### config.mk
export PLATFORM = sky130hd
export DESIGN_NAME = uart_tx_arbiter
export DESIGN_NICKNAME = d
export VERILOG_FILES = /design/src/rtl/uart_tx_arbiter.sv
export SDC_FILE = /design/constraint.sdc
export NUM_CORES = 1
export LEC_CHECK = 0
export ABC_AREA = 1
export CORE_MARGIN = 5
export CORE_UTILIZATION = 37
export CTS_CLUSTER_DIAMETER = 80
export CTS_CLUSTER_SIZE = 25
export DETAILED_ROUTE_END_ITERATION = 6
export DONT_BUFFER_PORTS = 1
export HOLD_SLACK_MARGIN = 0.06
export PLACE_DENSITY = 0.63
export SETUP_SLACK_MARGIN = 0.05
export SYNTH_ARGS = -nofsm -noshare
export SYNTH_HDL_FRONTEND = slang
export SYNTH_SLANG_ARGS = --single-unit
### constraint.sdc
create_clock -name CLK -period 2 [get_ports CLK]
set_clock_uncertainty 0.2 [all_clocks]
set_input_delay 0.1 -clock CLK [delete_from_list [all_inputs] [get_ports CLK]]
set_output_delay 0.1 -clock CLK [all_outputs]
set_load 0.02 [all_outputs]
### src/rtl/uart_tx_arbiter.sv
// ============================================================================
// uart_tx_arbiter
//
// Purpose:
//   Shares one UART transmitter among N byte-stream requesters. Ownership is
//   granted for a whole message. A message ends when a byte with LAST is sent,
//   or when the owner leaves REQ low for Timeout cycles. Ownership rotates
//   round-robin between messages. While a requester owns the line, the block
//   drives the UART's DIN/OE strobe for it and returns a one-cycle ACK per
//   accepted byte, so messages are never interleaved on the line.
//
// Ports:
//   CLK     in   1         system clock (single domain, shared with the UART)
//   RST     in   1         synchronous reset, active-high
//   REQ     in   N         per-requester byte-valid, held until ACK
//   LAST    in   N         per-requester end-of-message flag, qualified by REQ
//   DATA    in   N*Wdata   requester i's byte at [i*Wdata +: Wdata]
//   ACK     out  N         one-cycle pulse: owner's byte accepted by the UART
//   GNT     out  N         one-hot current owner (registered), zero when idle
//   TX_DIN  out  Wdata     byte to the UART transmitter
//   TX_OE   out  1         transmit strobe to the UART transmitter
//   TX_RDY  in   1         UART transmitter ready/idle
//
// Parameters:
//   N        number of requesters (2..8)
//   Wdata    bits per byte, must match the UART
//   Timeout  cycles of owner REQ low in SEND before forced release (1..255)
// ============================================================================
module uart_tx_arbiter #(
    parameter int N       = 4,
    parameter int Wdata   = 8,
    parameter int Timeout = 16
) (
    input  logic                 CLK,
    input  logic                 RST,
    input  logic [N-1:0]         REQ,
    input  logic [N-1:0]         LAST,
    input  logic [N*Wdata-1:0]   DATA,
    output logic [N-1:0]         ACK,
    output logic [N-1:0]         GNT,
    output logic [Wdata-1:0]     TX_DIN,
    output logic                 TX_OE,
    input  logic                 TX_RDY
);

    localparam int              IW  = (N > 1) ? $clog2(N) : 1;
    localparam logic [7:0]      TMO = 8'(Timeout);

    typedef enum logic [2:0] {
        S_IDLE    = 3'd0,
        S_SEND    = 3'd1,
        S_GUARD   = 3'd2,
        S_WAIT    = 3'd3,
        S_RELEASE = 3'd4
    } state_t;

    // ------------------------------------------------------------------
    // State registers
    // ------------------------------------------------------------------
    state_t          state_q, state_d;
    logic [N-1:0]    gnt_q,   gnt_d;
    logic [IW-1:0]   owner_q, owner_d;
    logic [IW-1:0]   ptr_q,   ptr_d;
    logic [7:0]      tmo_q,   tmo_d;
    logic            last_q,  last_d;

    // ------------------------------------------------------------------
    // Owner-side views of the requester buses. The registered one-hot
    // grant selects the owner's REQ/LAST/DATA, so non-owners can never
    // leak into the handshake.
    // ------------------------------------------------------------------
    logic [N-1:0][Wdata-1:0] data_masked;
    logic [Wdata-1:0]        own_data;
    logic                    own_req;
    logic                    own_last;

    for (genvar gi = 0; gi < N; gi++) begin : g_data_mask
        assign data_masked[gi] = gnt_q[gi] ? DATA[gi*Wdata +: Wdata] : '0;
    end

    always_comb begin
        own_data = '0;
        for (int i = 0; i < N; i++) begin
            own_data = own_data | data_masked[i];
        end
    end

    assign own_req  = |(REQ  & gnt_q);
    assign own_last = |(LAST & gnt_q);

    // ------------------------------------------------------------------
    // Round-robin pick. REQ is rotated so that bit k corresponds to
    // requester (ptr + k) mod N; the lowest set bit of the rotated vector
    // is the winner. Doubling REQ makes the rotation a plain part-select.
    // ------------------------------------------------------------------
    logic [2*N-1:0] req_dbl;
    logic [N-1:0]   rot_req;
    logic [N-1:0]   first_hit;
    logic [IW-1:0]  pick_idx;

    assign req_dbl = {REQ, REQ};
    assign rot_req = req_dbl[{1'b0, ptr_q} +: N];

    for (genvar gi = 0; gi < N; gi++) begin : g_first_hit
        // A rotated position wins only if no lower rotated position requests.
        localparam logic [N-1:0] LOWER_MASK = N'((1 << gi) - 1);
        assign first_hit[gi] = rot_req[gi] & ~|(rot_req & LOWER_MASK);
    end

    always_comb begin
        pick_idx = '0;
        for (int k = 0; k < N; k++) begin
            if (first_hit[k]) begin
                pick_idx = IW'((int'(ptr_q) + k) % N);
            end
        end
    end

    // ------------------------------------------------------------------
    // Transmit handshake. A byte moves in the cycle TX_OE is high, which
    // can only happen in SEND with the UART ready and the owner requesting.
    // ------------------------------------------------------------------
    logic tx_oe;

    assign tx_oe  = (state_q == S_SEND) && TX_RDY && own_req;
    assign TX_OE  = tx_oe;
    assign TX_DIN = (state_q == S_SEND) ? own_data : '0;
    assign ACK    = tx_oe ? gnt_q : '0;
    assign GNT    = gnt_q;

    // Saturating increment: the counter never wraps back below Timeout.
    logic [7:0] tmo_inc;
    assign tmo_inc = (tmo_q == 8'hFF) ? tmo_q : tmo_q + 8'd1;

    // ------------------------------------------------------------------
    // Next-state logic
    // ------------------------------------------------------------------
    always_comb begin
        state_d = state_q;
        gnt_d   = gnt_q;
        owner_d = owner_q;
        ptr_d   = ptr_q;
        tmo_d   = tmo_q;
        last_d  = last_q;

        unique case (state_q)
            S_IDLE: begin
                gnt_d = '0;
                if (|REQ) begin
                    owner_d = pick_idx;
                    gnt_d   = N'(1) << pick_idx;
                    tmo_d   = '0;
                    state_d = S_SEND;
                end
            end

            S_SEND: begin
                if (tx_oe) begin
                    last_d  = own_last;
                    tmo_d   = '0;
                    state_d = S_GUARD;
                end else if (!own_req) begin
                    // Owner went quiet mid-message; give up the line once
                    // it has been silent for Timeout cycles.
                    tmo_d = tmo_inc;
                    if (tmo_inc >= TMO) begin
                        gnt_d   = '0;
                        state_d = S_RELEASE;
                    end
                end
            end

            // The UART drops RDY one cycle after the strobe, so RDY seen
            // here would still be the stale "ready" from before the byte.
            S_GUARD: begin
                state_d = S_WAIT;
            end

            S_WAIT: begin
                if (TX_RDY) begin
                    if (last_q) begin
                        gnt_d   = '0;
                        state_d = S_RELEASE;
                    end else begin
                        state_d = S_SEND;
                    end
                end
            end

            S_RELEASE: begin
                gnt_d   = '0;
                ptr_d   = IW'((int'(owner_q) + 1) % N);
                tmo_d   = '0;
                state_d = S_IDLE;
            end

            default: begin
                gnt_d   = '0;
                state_d = S_IDLE;
            end
        endcase
    end

    // ------------------------------------------------------------------
    // Registers
    // ------------------------------------------------------------------
    always_ff @(posedge CLK) begin
        if (RST) begin
            state_q <= S_IDLE;
            gnt_q   <= '0;
            owner_q <= '0;
            ptr_q   <= '0;
            tmo_q   <= '0;
            last_q  <= 1'b0;
        end else begin
            state_q <= state_d;
            gnt_q   <= gnt_d;
            owner_q <= owner_d;
            ptr_q   <= ptr_d;
            tmo_q   <= tmo_d;
            last_q  <= last_d;
        end
    end

endmodule

==> results of run 1 <==
registers in the layout, indices dropped and copies added, names as in the netlist:
register / count
GNT: 4
last_q: 1
owner_q: 2
ptr_q: 2
state_q: 3
tmo_q: 8
power by group through the flow:
stage	registers, mW	clock network, mW	logic (mW)
after floorplan	0.505	0	0.531
after global placement	0.502	0	0.644
after detailed placement	0.502	0	0.643
after CTS	0.493	0.415	0.692
after global routing	0.505	0.429	0.810
final	0.497	0.410	0.717
metal layers:
metal	vias up	wire length [um]	track usage, %
li1	953	-	-
met1	791	2030	19.2
met2	55	2060	25.0
met3	6	362	4.10
met4	0	51	4.72
met5	-	0	0
worst max path at each step:
stage	endpoint	slack (ps)	depth (start not counted)	from
after detailed placement	GNT[1]	170	11	ptr_q[0]
after global routing	GNT[1]	7	13	REQ[3]
after global placement	GNT[2]	190	10	tmo_q[0]
final	TX_DIN[6]	90	4	state_q[0]
after CTS	TX_DIN[6]	40	4	state_q[0]
after floorplan	ACK[0]	180	7	GNT[1]
critical path: stages, from the launching register on:
cell and delay (ps):
dfxtp_1 370, inv_2 80, nor3_4 280, inv_4 140, a41oi_1 470
final cells by class:
class	instances	share of cell area, %
inverters	39	7.61
clock inverters	1	1.51
clock buffers	3	2.08
repair buffers	26	11.1
well taps	52	3.27
multi-input cells	217	54.2
flip-flops and latches	20	20.3
metrics by stage:
step	hold slack, ps	power (mW)	util (%)
2_1_floorplan	59.5	1.04	-
3_3_place_gp	-27.7	1.15	40.3
3_5_place_dp	-26.5	1.15	40.3
4_1_cts	216	1.60	44.9
5_1_grt	269	1.74	45.7
6_report	226	1.62	45.7
Yosys cell counts, types with 2 or more instances:
cell type,number
nand2_1,99
nor2_1,32
inv_1,31
dfxtp_1,20
nand3_1,19
a21oi_1,14
a41oi_1,8
o21ai_0,8
inv_2,7
nand2_2,6
nor2_4,5
buf_2,3
nand4_1,3
nor3_1,3
o21bai_1,3
buf_6,2
nor2_2,2
o21ai_1,2
o22ai_1,2
timing repair:
item                       in CTS  in global routing
setup buffers                   4                  1
setup endpoints to repair       2                 28
hold endpoints to repair       20                  0
hold buffers                   10                  0
pin swaps                       2                  2
gates resized for setup         0                 12
cell families after synthesis:
kind of cell,synth area share (%)
compound gates,16.1
xor+xnor,1.06
fa+ha+maj,0.756
buf+inv,11.9
flops,24.2
simple gates,46.0
==> out/results.tsv, run 1 <==
metric	value	unit
status	finished, final reports clean	
fp-row-count	24	
crit_required	1700	ps
crit_arrival	1610	ps
ir_drop	0.269	mV
seq_area	404	um^2
worstMarginPinSlew	547	ps
post_drt_wl_per_cell	12.6	um
r2r_start	state_q[0]	
clock_latency	260	ps
drt_iter0_markers	89	
max_freq	0.523	GHz
antennaDiodeCount	0	
synth_top_area_share	24.2	%
synth_edf_count	0	
yosysTopAreaCell	dfxtp_1	
async_reset_ff_share	0	%
fin_crit_sh	95.6	%
grt_overflow	0	
pin_count	60	
htreeDepth	1	
vias_per_cell	5.04	
final_common_cell	nand2_1	
ys_types	33	
stdcell_count	358	
num-fill-cells	448	
nets	351	
startpoint_type	register	
reg2reg_depth	10	
layout_common_cells	nand2_1 (97), inv_1 (30), nor2_1 (29)	
fp.dieArea	0.00591	mm^2
pwr-share-clk	25.3	%
reg2reg_to	tmo_q[0]	
syn-num-nets	327	
dp_cells	339	
ant_nets	0	
crit_fanout	10	
drt_pass1_iterations	4	
cts_root_buf	clkbuf_8	
swShare	40.6	%
die_y	76.9	um
dpl_cell_area	0.00175	mm^2
synth_seq_area_share	24.2	%
period_minus_slack	1910	ps
power_leakage	0.884	nW
first_global_vias	1673	
syn_area_per_cell	5.85	um^2
vias	1805	
hp-class	in -> reg	
cts_buffers	3	
dp.final_hpwl	3420	um
finalWirelength	4500	um
pwr-share-seq	30.6	%
antenna_found_initial	0	
final_area	0.00199	mm^2
place_worst_setup_slack	173	ps
drive_gt1_share	17.6	%
synth_area_leaders	dfxtp_1 (24%), nand2_1 (22%), nor2_1 (7.3%)	
cts_max_path_buffers	2	
start_util	38.0	%
p_comb_share	44.2	%
track_usage	15.2	%
slew_headroom	63.0	%
setup_viol_count_final	0	
cts.sinks	20	
hold-path-cell-count	7	
multiInputGateArea	0.00108	mm^2
crit_path_end_kind	output port	
drc	0	
fin_ws	87.9	ps
ys_ff_latch	20	
worstSetupPathType	reg -> out	
p_int	965	uW
hold_start	REQ[1]	
slew_violations	0	
area_growth	20.2	%
hold-path-endpoint	owner_q[1]	
powerDensity	816	mW/mm^2
syn-cell-area	0.00166	mm^2
clkTransAtPathRegs	80	ps
cts_tree	yes	
die_w	76.9	um
grt_max_degree	13	
rrSetupSlack	200	ps
grt_first_pass_wirelength	7640	um
core_area	0.00435	mm^2
setup-tns-final	0	ps
gp_congestion	0.843	
power.switching	659	uW
hold_viol_final	0	
cap_violations	0	
rsz0062_at_grt	true	
port_buffers	0	
yosys_warnings	0	
synth_ff_type	dfxtp_1	
synthCells	283	
No activity file was read; power rests on OpenSTA's default activity.
==> inputs of run 2 (changes only) <==
clock period = 1.9 ns   (was 2 ns; I/O delays follow)
==> out/results.tsv, run 2 (synthesized netlist as in run 1, its figures left out) <==
metric	value	unit	change
status	complete, but fails checks		
violations	hold timing		
cap_violations	0		unchanged
rrSetupSlack	150	ps	-50 ps
vias	1889		+4.7%
startpoint_type	register		
rsz0062_at_grt	true		
nets	360		+2.6%
antenna_found_initial	0		unchanged
crit_path_end_kind	output port		
slew_violations	0		unchanged
final_common_cell	nand2_1		
drc	0		unchanged
hold_start	RST		
fp.dieArea	0.00591	mm^2	unchanged
crit_fanout	8		-2
hold-path-endpoint	tmo_q[7]		
htreeDepth	1		unchanged
grt_overflow	0		unchanged
start_util	38.0	%	unchanged
worstMarginPinSlew	362	ps	-185 ps
p_comb_share	49.1	%	+4.9 points
antennaDiodeCount	0		unchanged
setup-tns-final	0	ps	unchanged
vias_per_cell	5.15		+2.1%
ant_nets	0		unchanged
power.switching	743	uW	+13%
largest-register	tmo_q		
pin_count	60		unchanged
reg2reg_to	GNT[0]		
slew_headroom	75.9	%	+13 points
hp-class	in -> reg		
cts_max_path_buffers	2		unchanged
crit_arrival	1510	ps	-100 ps
grt_max_degree	13		unchanged
crit_required	1600	ps	-100 ps
clkTransAtPathRegs	80	ps	about the same
grtUsageMet2	27.0	%	+2.0 points
r2r_start	tmo_q[0]		
powerDensity	791	mW/mm^2	-3.1%
drt_pass1_iterations	4		unchanged
worstSetupPathType	reg -> out		
dp.final_hpwl	3590	um	+5.2%
layout_common_cells	nand2_1 (95), inv_1 (28), buf_4 (25)		
max_freq	0.553	GHz	
cts_root_buf	clkbuf_8		
pwr-share-clk	20.1	%	-5.2 points
largest_reg_flops	8		unchanged
swShare	43.1	%	+2.5 points
drive_gt1_share	28.3	%	+11 points
fp-row-count	24		unchanged
cts_buffers	3		unchanged
area_growth	31.4	%	
setup_viol_count_final	0		unchanged
core_area	0.00435	mm^2	unchanged
reg2reg_depth	11		+1
power_leakage	0.961	nW	+8.7%
grt-busiest-layer	met2		
cts.sinks	20		unchanged
drt_iter0_markers	67		-25%
clock_latency	270	ps	about the same
cts_tree	yes		
hold_viol_final	11		+11
p_int	979	uW	+1.5%
gp_congestion	0.858		+1.8%
crit_start	state_q[0]		
grtUsageMet1	19.2	%	-0.068 points
post_drt_wl_per_cell	13.3	um	+5.6%
pwr-share-seq	30.8	%	+0.2 points
port_buffers	0		unchanged
grt_first_pass_wirelength	7820	um	+2.4%
die_y	76.9	um	unchanged
grt_use_met3	5.15	%	+1.1 points
first_global_vias	1723		+3.0%
cts_hold_buffers	9		-1
die_w	76.9	um	unchanged
power	1.72	mW	+6.0%
finalWirelength	4870	um	+8.2%
track_usage	15.7	%	+0.49 points
holdWs	-316	ps	-542 ps
fin_crit_sh	95.2	%	
period_minus_slack	1810	ps	
ir_drop	0.382	mV	+42%
hold-path-cell-count	1		-6
==> run 2: power groups by stage <==
stage | clock network, mW | registers, mW | logic [mW]
3_5_place_dp | 0 | 0.529 | 0.729
4_1_cts | 0.352 | 0.521 | 0.759
2_1_floorplan | 0 | 0.531 | 0.559
3_3_place_gp | 0 | 0.528 | 0.720
5_1_grt | 0.369 | 0.538 | 0.939
6_report | 0.346 | 0.530 | 0.845
==> run 2: worst max-delay path, stage by stage, from the launching register on <==
cell and delay (ps):
dfxtp_4 370, inv_4 40, nor3_4 230, inv_2 120, buf_8 160, a41oi_2 150, buf_4 170
==> run 2: worst max path at each step <==
stage | to | depth (start not counted)
3_5_place_dp | GNT[2] | 10
6_report | TX_DIN[5] | 6
4_1_cts | GNT[2] | 11
2_1_floorplan | ACK[0] | 7
5_1_grt | GNT[0] | 11
3_3_place_gp | GNT[2] | 10
==> run 2: metal layers <==
layer	vias up	routed length, um
met1	861	2120
met3	2	400
met4	0	18
li1	971	-
met2	55	2330
met5	-	0
==> run 2: final cells by class <==
class / count / area [um^2]
flip-flops and latches: 20 / 415
inverters: 39 / 151
fillers: 443 / 2180
well taps: 52 / 65.1
clock buffers: 4 / 55.1
multi-input cells: 217 / 1200
repair buffers: 35 / 293
==> run 2: repair_timing <==
action,CTS,global route
resized for setup,3,42
endpoints found under the setup margin,16,29
pin swaps,2,7
endpoints found under the hold margin,20,11
setup buffers,2,3
==> run 2: per-stage QoR <==
| step | util (%) | cells | hold WS [ps] | setup slack (ps) | instance area [um^2] |
|---|---|---|---|---|---|
| floorplan | - | 283 | 54.5 | 87.3 | 1660 |
| global placement | 42.0 | 349 | -32.3 | 43.7 | 1830 |
| detailed placement | 42.0 | 349 | -30.7 | 25.8 | 1830 |
| CTS | 45.8 | 364 | -320 | 51.4 | 1990 |
| global route | 50.0 | 367 | -331 | 21.9 | 2180 |
| finish | 50.0 | 367 | -316 | 90.7 | 2180 |
